$ cat src/rtl/fc_layer_sequencer.sv
// Streams one fully-connected layer through a shared dot-product MAC and writes each neuron result.
// Optional build macro FC_RELU_EN: clamp negative results to zero before the output write.
module fc_layer_sequencer #(
    parameter int IN_LEN  = 784,
    parameter int OUT_LEN = 10,
    parameter int IN_AW   = (IN_LEN > 1) ? $clog2(IN_LEN) : 1,
    parameter int W_AW    = (IN_LEN * OUT_LEN > 1) ? $clog2(IN_LEN * OUT_LEN) : 1,
    parameter int OUT_AW  = (OUT_LEN > 1) ? $clog2(OUT_LEN) : 1
) (
    input  logic                     clk,
    input  logic                     rst,
    input  logic                     start,
    output logic                     busy,
    output logic                     done,
    output logic [IN_AW-1:0]         in_addr,
    input  logic signed [7:0]        in_rdata,
    output logic [W_AW-1:0]          w_addr,
    input  logic signed [7:0]        w_rdata,
    output logic                     mac_valid,
    output logic                     mac_sop,
    output logic                     mac_eop,
    output logic signed [7:0]        mac_a,
    output logic signed [7:0]        mac_b,
    input  logic signed [31:0]       mac_result,
    input  logic                     mac_result_valid,
    output logic                     out_we,
    output logic [OUT_AW-1:0]        out_addr,
    output logic signed [31:0]       out_data
);

    typedef enum logic [1:0] {IDLE, RUN, WAIT, WRITE} state_t;

    localparam logic [IN_AW-1:0]  I_LAST = IN_AW'(IN_LEN - 1);
    localparam logic [OUT_AW-1:0] N_LAST = OUT_AW'(OUT_LEN - 1);

    state_t              state;
    logic [IN_AW-1:0]    i;
    logic [W_AW-1:0]     wp;
    logic [OUT_AW-1:0]   n;

    // Addresses come straight from the counters; RAM data lands one cycle later,
    // which is why the side-band flags below are registered once.
    assign in_addr = i;
    assign w_addr  = wp;
    assign mac_a   = in_rdata;
    assign mac_b   = w_rdata;

    always_ff @(posedge clk) begin
        if (rst) begin
            state     <= IDLE;
            i         <= '0;
            wp        <= '0;
            n         <= '0;
            busy      <= 1'b0;
            done      <= 1'b0;
            mac_valid <= 1'b0;
            mac_sop   <= 1'b0;
            mac_eop   <= 1'b0;
            out_we    <= 1'b0;
            out_addr  <= '0;
            out_data  <= '0;
        end else begin
            done      <= 1'b0;
            out_we    <= 1'b0;
            mac_valid <= (state == RUN);
            mac_sop   <= (state == RUN) && (i == '0);
            mac_eop   <= (state == RUN) && (i == I_LAST);
            case (state)
                IDLE: begin
                    if (start) begin
                        state <= RUN;
                        busy  <= 1'b1;
                        i     <= '0;
                        wp    <= '0;
                        n     <= '0;
                    end
                end
                RUN: begin
                    wp <= wp + W_AW'(1);
                    if (i == I_LAST) begin
                        i     <= '0;
                        state <= WAIT;
                    end else begin
                        i <= i + IN_AW'(1);
                    end
                end
                WAIT: begin
                    if (mac_result_valid) begin
`ifdef FC_RELU_EN
                        out_data <= mac_result[31] ? '0 : mac_result;
`else
                        out_data <= mac_result;
`endif
                        out_addr <= n;
                        out_we   <= 1'b1;
                        state    <= WRITE;
                    end
                end
                WRITE: begin
                    // wp is deliberately left running: weights are stored neuron-major.
                    if (n == N_LAST) begin
                        state <= IDLE;
                        busy  <= 1'b0;
                        done  <= 1'b1;
                    end else begin
                        n     <= n + OUT_AW'(1);
                        state <= RUN;
                    end
                end
                default: state <= IDLE;
            endcase
        end
    end

endmodule

$ cat config.mk
export PLATFORM = sky130hd
export DESIGN_NAME = fc_layer_sequencer
export DESIGN_NICKNAME = d
export VERILOG_FILES = /design/src/rtl/fc_layer_sequencer.sv
export SDC_FILE = /design/constraint.sdc
export NUM_CORES = 1
export LEC_CHECK = 0
export BUFFER_PORTS_ARGS = -buffer_cell sky130_fd_sc_hd__clkbuf_2
export CORE_AREA = 2 2 86 88
export CTS_CLUSTER_DIAMETER = 50
export CTS_CLUSTER_SIZE = 28
export DETAILED_ROUTE_END_ITERATION = 6
export DIE_AREA = 0 0 88 90
export PLACE_DENSITY = 0.83
export SLEW_MARGIN = 20
export SYNTH_ARGS = -nofsm -noshare
export SYNTH_HDL_FRONTEND = slang
export SYNTH_SLANG_ARGS = --single-unit
export TNS_END_PERCENT = 50
$ cat constraint.sdc
create_clock -name clk -period 3.5 [get_ports clk]
set_input_delay 0.35 -clock clk [delete_from_list [all_inputs] [get_ports clk]]
set_output_delay 0.35 -clock clk [all_outputs]
set_load 0.005 [all_outputs]
Yosys cells after proc, flatten, opt, wreduce, memory -nomap -nowiden
Cells that the tools add are included.
Word-level totals
  register bits: 71
  bits in latches: 0
  bits in writable memories: 0
  ROM bits: 0
  input port bits: 52
  output and inout port bits: 81
  word-level logic and storage cells: 58
  memories: 0
Cells by class
  add/sub/neg operators: 3
  multiply operators: 0
  divide/modulo/power cells: 0
  order comparisons: 0
  equality and inequality tests: 10
  shifts and indexed selects: 0
  mux-type cells: 18
  bitwise logic cells: 2
  reduce and logical (&&, ||, !) cells: 13
Operators by type and width (number)
  13-bit one-hot mux with 2 select lines: 1
  10-bit two-way mux: 2
  10-bit one-hot mux with 2 select lines: 1
  13-bit by 1-bit adder with 13-bit output (second input constant): 1
  13-bit two-way mux: 1
  10-bit by 1-bit adder with 10-bit output (second input constant): 1
  10-bit equality test (second input constant): 1
  10-bit zero test: 1
  3-bit AND reduction: 3
  4-bit two-way mux: 2
  2-bit inequality test (second input constant): 4
  2-bit one-hot mux with 4 select lines: 1
  4-bit one-hot mux with 2 select lines: 1
  2-bit two-way mux: 3
  1-bit two-way mux: 5
  4-bit by 1-bit adder with 4-bit output (second input constant): 1
  2-bit equality test (second input constant): 2
  4-bit equality test (second input constant): 1
  2-bit AND reduction: 2
  2-bit nonzero test: 2
  2-bit OR reduction: 2
  2-bit by 1-bit equality test with 1-bit output (second input constant): 1
  1-bit logical AND: 2
  2-bit zero test: 1
  3 further kinds: 4

Logic depth before layout (Yosys ltp)
  word-level depth: 3
  mapped depth: 8

Worst setup path before layout
Ideal clock, no wire load.
  kind: register -> register
  start: register state[0]
  end: register wp[12] (netlist: w_addr[12])
  library setup time: 0.071 ns
  data arrival time: 1.692 ns
  required time: 3.429 ns
  setup slack: 1.737 ns
  stages on the path, launching flop included: 8
  cells stage by stage: dfxtp_1 inv_1 ha_1 buf_2 mux2i_1 nand4bb_1 or3_1 a21oi_1
On the way
  cells in the longest elaborated chain, start to end: 3
RTL lines
  from (decl): RTL line 36  | state_t state;
  from (signal assigned): RTL line 50  | state <= IDLE;
  from (signal assigned): RTL line 71  | state <= RUN;
  from (signal assigned): RTL line 82  | state <= WAIT;
  2-bit by 1-bit equality test with 1-bit output or 2-bit zero test (tied branches): RTL line 68  | case (state)
  2-bit nonzero test (no source line) or 2-bit inequality test (tied branches)
  2-bit AND reduction (no source line)
  to (signal assigned): RTL line 79  | wp <= wp + W_AW'(1);
  to (decl): RTL line 38  | logic [W_AW-1:0] wp;
Several ways; a longest one is shown, not always the timed one.
A chain may end at the register's enable or synchronous reset.

Worst setup path in the final report
  start: register state[0]
  end: register wp[7] (netlist: w_addr[7])
Same word-level chain as after synthesis.

==> run_summary.xml <==
<?xml version="1.0" encoding="UTF-8"?>
<metrics>
  <group name="pwr">
    <metric name="power_leakage" unit="nW">1.51</metric>
    <metric name="largest_vdd_supply_drop" unit="mV">0.291</metric>
    <metric name="power.density_cell_area" unit="nW/um^2">547</metric>
  </group>
  <group name="setup_path">
    <metric name="r2r.worst_path.cells" unit="">6</metric>
    <metric name="crit_path_end_kind" unit="">flip-flop</metric>
    <metric name="cp.buffers_inverters" unit="">1</metric>
    <metric name="cell_class_contributing_the_biggest_share_of_worst_path_delay" unit="">simple AND/OR/NAND/NOR gates</metric>
    <metric name="cp.arrival" unit="ns">2.30</metric>
    <metric name="timing.critical_path.fanout_max" unit="">11</metric>
    <metric name="cell_type_of_the_slowest_stage_on_the_worst_timing_path" unit="">sky130_fd_sc_hd__nor2_1</metric>
    <metric name="timing.setup.critical_path_class" unit="">reg -&gt; reg</metric>
    <metric name="crit_path_cell_trace" unit="">inv_1 -&gt; ha_1 -&gt; mux2_2 -&gt; nor2_1 -&gt; nor2_1 -&gt; nor2_1</metric>
    <metric name="worstPathRequired" unit="ns">3.69</metric>
    <metric name="worst_path_largest_cell_delay" unit="ns">0.56</metric>
    <metric name="worstSetupPathDepth" unit="">6</metric>
    <metric name="crit_path_start_kind" unit="">flip-flop</metric>
    <metric name="cpMostUsedCell" unit="">sky130_fd_sc_hd__nor2_1</metric>
  </group>
  <group name="sta">
    <metric name="post-route-min-period" unit="ns">2.11</metric>
    <metric name="fmax" unit="GHz">0.474</metric>
    <metric name="finalHoldWorstSlack" unit="ns">0.230</metric>
    <metric name="report.final.hold_viol_count" unit="">0</metric>
    <metric name="worst_slew_pin_slew" unit="ns">0.668</metric>
    <metric name="final_report_max_slew_violation_count" unit="">0</metric>
    <metric name="finalCritPeriodShare" unit="%">60.3</metric>
    <metric name="clock_tree_skew_after_final_layout" unit="ns">0.00978</metric>
    <metric name="maxSlewHeadroom" unit="%">55.3</metric>
    <metric name="timing.setup.tns" unit="ns">0</metric>
    <metric name="finalSetupViolCount" unit="">0</metric>
    <metric name="grt_setup_unrepaired" unit="">no</metric>
  </group>
  <group name="worst_hold_path">
    <metric name="hold_path_class" unit="">in -&gt; reg</metric>
    <metric name="hold_path_depth" unit="">3</metric>
  </group>
  <group name="synthesis">
    <metric name="synth-main-ff-cell" unit="">sky130_fd_sc_hd__dfxtp_1</metric>
    <metric name="syn_area_per_cell" unit="um^2">8.34</metric>
    <metric name="post-synth-top-area-fraction" unit="%">46.3</metric>
    <metric name="mappedNetlistArea" unit="um^2">3070</metric>
    <metric name="cell_taking_the_most_area_after_synthesis" unit="">sky130_fd_sc_hd__dfxtp_1</metric>
    <metric name="postSynth.asyncResetShare" unit="%">0</metric>
    <metric name="synth.yosys.warnings" unit="">0</metric>
    <metric name="synth_seq_cells" unit="">71</metric>
    <metric name="yosys.cell_types.count" unit="">44</metric>
    <metric name="netlist_instances" unit="">368</metric>
    <metric name="synth_area_leaders" unit="">sky130_fd_sc_hd__dfxtp_1 (46%), sky130_fd_sc_hd__nand2_1 (10%), sky130_fd_sc_hd__a21oi_1 (7.3%)</metric>
    <metric name="synth_enable_flop_cells" unit="">0</metric>
    <metric name="synth.yosys.seq_area_share" unit="%">46.3</metric>
    <metric name="syn_nets" unit="">429</metric>
  </group>
  <group name="clocking">
    <metric name="clock_insertion_delay_worst_skew" unit="ns">0.33</metric>
    <metric name="postCtsSetupBuffers" unit="">0</metric>
    <metric name="cts_inserted_buffers" unit="">9</metric>
    <metric name="clock_sink_count" unit="">71</metric>
    <metric name="clk_tree_root_cell" unit="">sky130_fd_sc_hd__clkbuf_8</metric>
    <metric name="clockBufferDepth" unit="">2</metric>
    <metric name="cts_tree" unit="">done</metric>
    <metric name="ctsHtreeMaxLevel" unit="">3</metric>
    <metric name="cts-hold-fix-buffers" unit="">0</metric>
    <metric name="count_of_instances_resized_after_the_clock_tree_is_built" unit="">0</metric>
    <metric name="clkTransAtPathRegs" unit="ns">0.08</metric>
  </group>
  <group name="final_layout">
    <metric name="drive_above_1_share" unit="%">27.8</metric>
    <metric name="final_cells" unit="">556</metric>
    <metric name="layout.cells.most_common" unit="">sky130_fd_sc_hd__clkbuf_2</metric>
    <metric name="synthToLayoutAreaGrowth" unit="%">21.2</metric>
    <metric name="nNetsFinal" unit="">513</metric>
    <metric name="layout_common_cells" unit="">sky130_fd_sc_hd__clkbuf_2 (100), sky130_fd_sc_hd__nand2_1 (83), sky130_fd_sc_hd__dfxtp_1 (71)</metric>
    <metric name="filler_cell_count" unit="">645</metric>
    <metric name="antenna_cells_inserted" unit="">0</metric>
  </group>
  <group name="global_routing">
    <metric name="wire_length_of_the_first_global_routing_pass" unit="um">11900</metric>
    <metric name="gr-usage-met3" unit="%">6.15</metric>
    <metric name="grt_util_met1" unit="%">23.1</metric>
    <metric name="grt_antenna_before_repair" unit="">0</metric>
    <metric name="grt.total_usage" unit="%">18.6</metric>
    <metric name="first_global_vias" unit="">2602</metric>
    <metric name="global_route.peak_usage_layer" unit="">met2</metric>
    <metric name="grt.met2_usage" unit="%">29.2</metric>
    <metric name="grt_overflow" unit="">0</metric>
    <metric name="grt_start_max_net_pins" unit="">42</metric>
  </group>
  <group name="floorplanning">
    <metric name="dieArea" unit="um^2">7920</metric>
    <metric name="fp-row-count" unit="">31</metric>
    <metric name="core-area" unit="um^2">7020</metric>
    <metric name="ios" unit="">133</metric>
    <metric name="initial_core_utilization" unit="%">43.7</metric>
    <metric name="die_w" unit="um">88</metric>
    <metric name="die_y" unit="um">90</metric>
  </group>
  <group name="placement">
    <metric name="place_congestion" unit="">0.840</metric>
    <metric name="placedCellCount" unit="">540</metric>
    <metric name="io_buffer_count" unit="">100</metric>
    <metric name="detailed_place_hpwl" unit="um">4970</metric>
  </group>
  <group name="run_status">
    <metric name="status" unit="">completed</metric>
  </group>
  <group name="route">
    <metric name="antenna_violating_nets_post_route" unit="">0</metric>
    <metric name="dr.first_iter.drc_count" unit="">130</metric>
    <metric name="wirelength" unit="um">6990</metric>
    <metric name="drtPass1Iterations" unit="">4</metric>
    <metric name="drt_drc_violations_left" unit="">0</metric>
    <metric name="post_drt_via_cell_ratio" unit="">5.00</metric>
    <metric name="routed_wire_length_per_instance" unit="um">12.6</metric>
    <metric name="detailroute.via_count" unit="">2778</metric>
  </group>
  <group name="job">
    <metric name="max-cap-violations" unit="">0</metric>
  </group>
</metrics>
[final cells by class]
class | instances | area, um^2 | share of cell area (%)
inverters | 11 | 41.3 | 1.11
flip-flops and latches | 71 | 1420 | 38.2
repair buffers | 104 | 531 | 14.3
multi-input cells | 255 | 1430 | 38.4
clock buffers | 12 | 145 | 3.90
clock inverters | 4 | 31.3 | 0.841
well taps | 99 | 124 | 3.33
[path summary, 6_finish.rpt]
| check | startpoint | end | slack (ns) |
|---|---|---|---|
| setup reg to reg | state[0]$_SDFFE_PP0P_ | w_addr[7]$_SDFFE_PP0P_ | 1.39 |
| hold reg to reg | out_data[9]$_SDFFE_PP0P_ | out_data[9]$_SDFFE_PP0P_ | 0.45 |
| setup / recovery | state[0]$_SDFFE_PP0P_ | w_addr[7]$_SDFFE_PP0P_ | 1.39 |
| hold / removal | mac_result[14] | out_data[14]$_SDFFE_PP0P_ | 0.23 |
[synth_stat cells (all sizes together), types with 2 or more instances]
| cell type | number |
|---|---|
| clkbuf | 10 |
| and2 | 2 |
| nor2b | 2 |
| or2 | 2 |
| mux2i | 2 |
| nor4 | 5 |
| nor2 | 25 |
| inv | 11 |
| nor3b | 2 |
| or3 | 5 |
| o21ai | 11 |
| xnor2 | 9 |
| nand4 | 7 |
| a31oi | 2 |
| nor3 | 7 |
| buf | 21 |
| xor2 | 5 |
| nand2 | 83 |
| nor4b | 2 |
| nand3b | 2 |
| and4 | 2 |
| nand3 | 6 |
| a21oi | 45 |
| nand2b | 4 |
| and3 | 2 |
| ha | 9 |
| dfxtp | 71 |
| a2111oi | 2 |
| mux2 | 2 |
[per-stage QoR]
step | total power, W | utilization [%] | cell area [um^2] | setup WS, ns
floorplan | 0.00131 | - | 3070 | 1.74
global placement | 0.00145 | 50.5 | 3540 | 1.50
detailed placement | 0.00148 | 50.5 | 3540 | 1.44
CTS | 0.00206 | 53.0 | 3720 | 1.41
global route | 0.00218 | 53.0 | 3720 | 1.13
finish | 0.00204 | 53.0 | 3720 | 1.39
[cells by family after synthesis]
group / synth area share [%]
and+or+nand+nor: 25.2
DFF: 46.3
adders and majority gates: 3.67
buffers and inverters: 7.18
xor gates and xnor gates: 4.00
muxes: 1.39
AOI/OAI and AO/OA: 12.3
[worst min-delay path, stage by stage]
cell and delay, ns:
sky130_fd_sc_hd__clkbuf_2 0.08, sky130_fd_sc_hd__nand2_1 0.04, sky130_fd_sc_hd__a21oi_1 0.05
[per-layer routing]
metal | share of wire [%] | routed length (um) | vias to the layer above
li1 | - | - | 1397
met1 | 44 | 3050 | 1265
met2 | 47 | 3290 | 108
met3 | 8.1 | 569 | 8
met4 | 1.1 | 80 | 0
met5 | 0 | 0 | -
[report_power, final]
part	switching [W]	total (W)	leakage, nW	internal [W]
combinational	0.000324	0.000525	0.843	0.000201
clock	0.000295	0.000575	0.0905	0.000280
sequential	0.0000563	0.000937	0.574	0.000880
total	0.000676	0.00204	1.51	0.00136
[flip-flops by register name, summed over array words and instances (netlist names), 2 cells and up]
name / count
w_addr: 13
out_data: 32
state: 2
in_addr: 10
n: 4
out_addr: 4
Note: power is estimated with default switching activity, not from simulation.
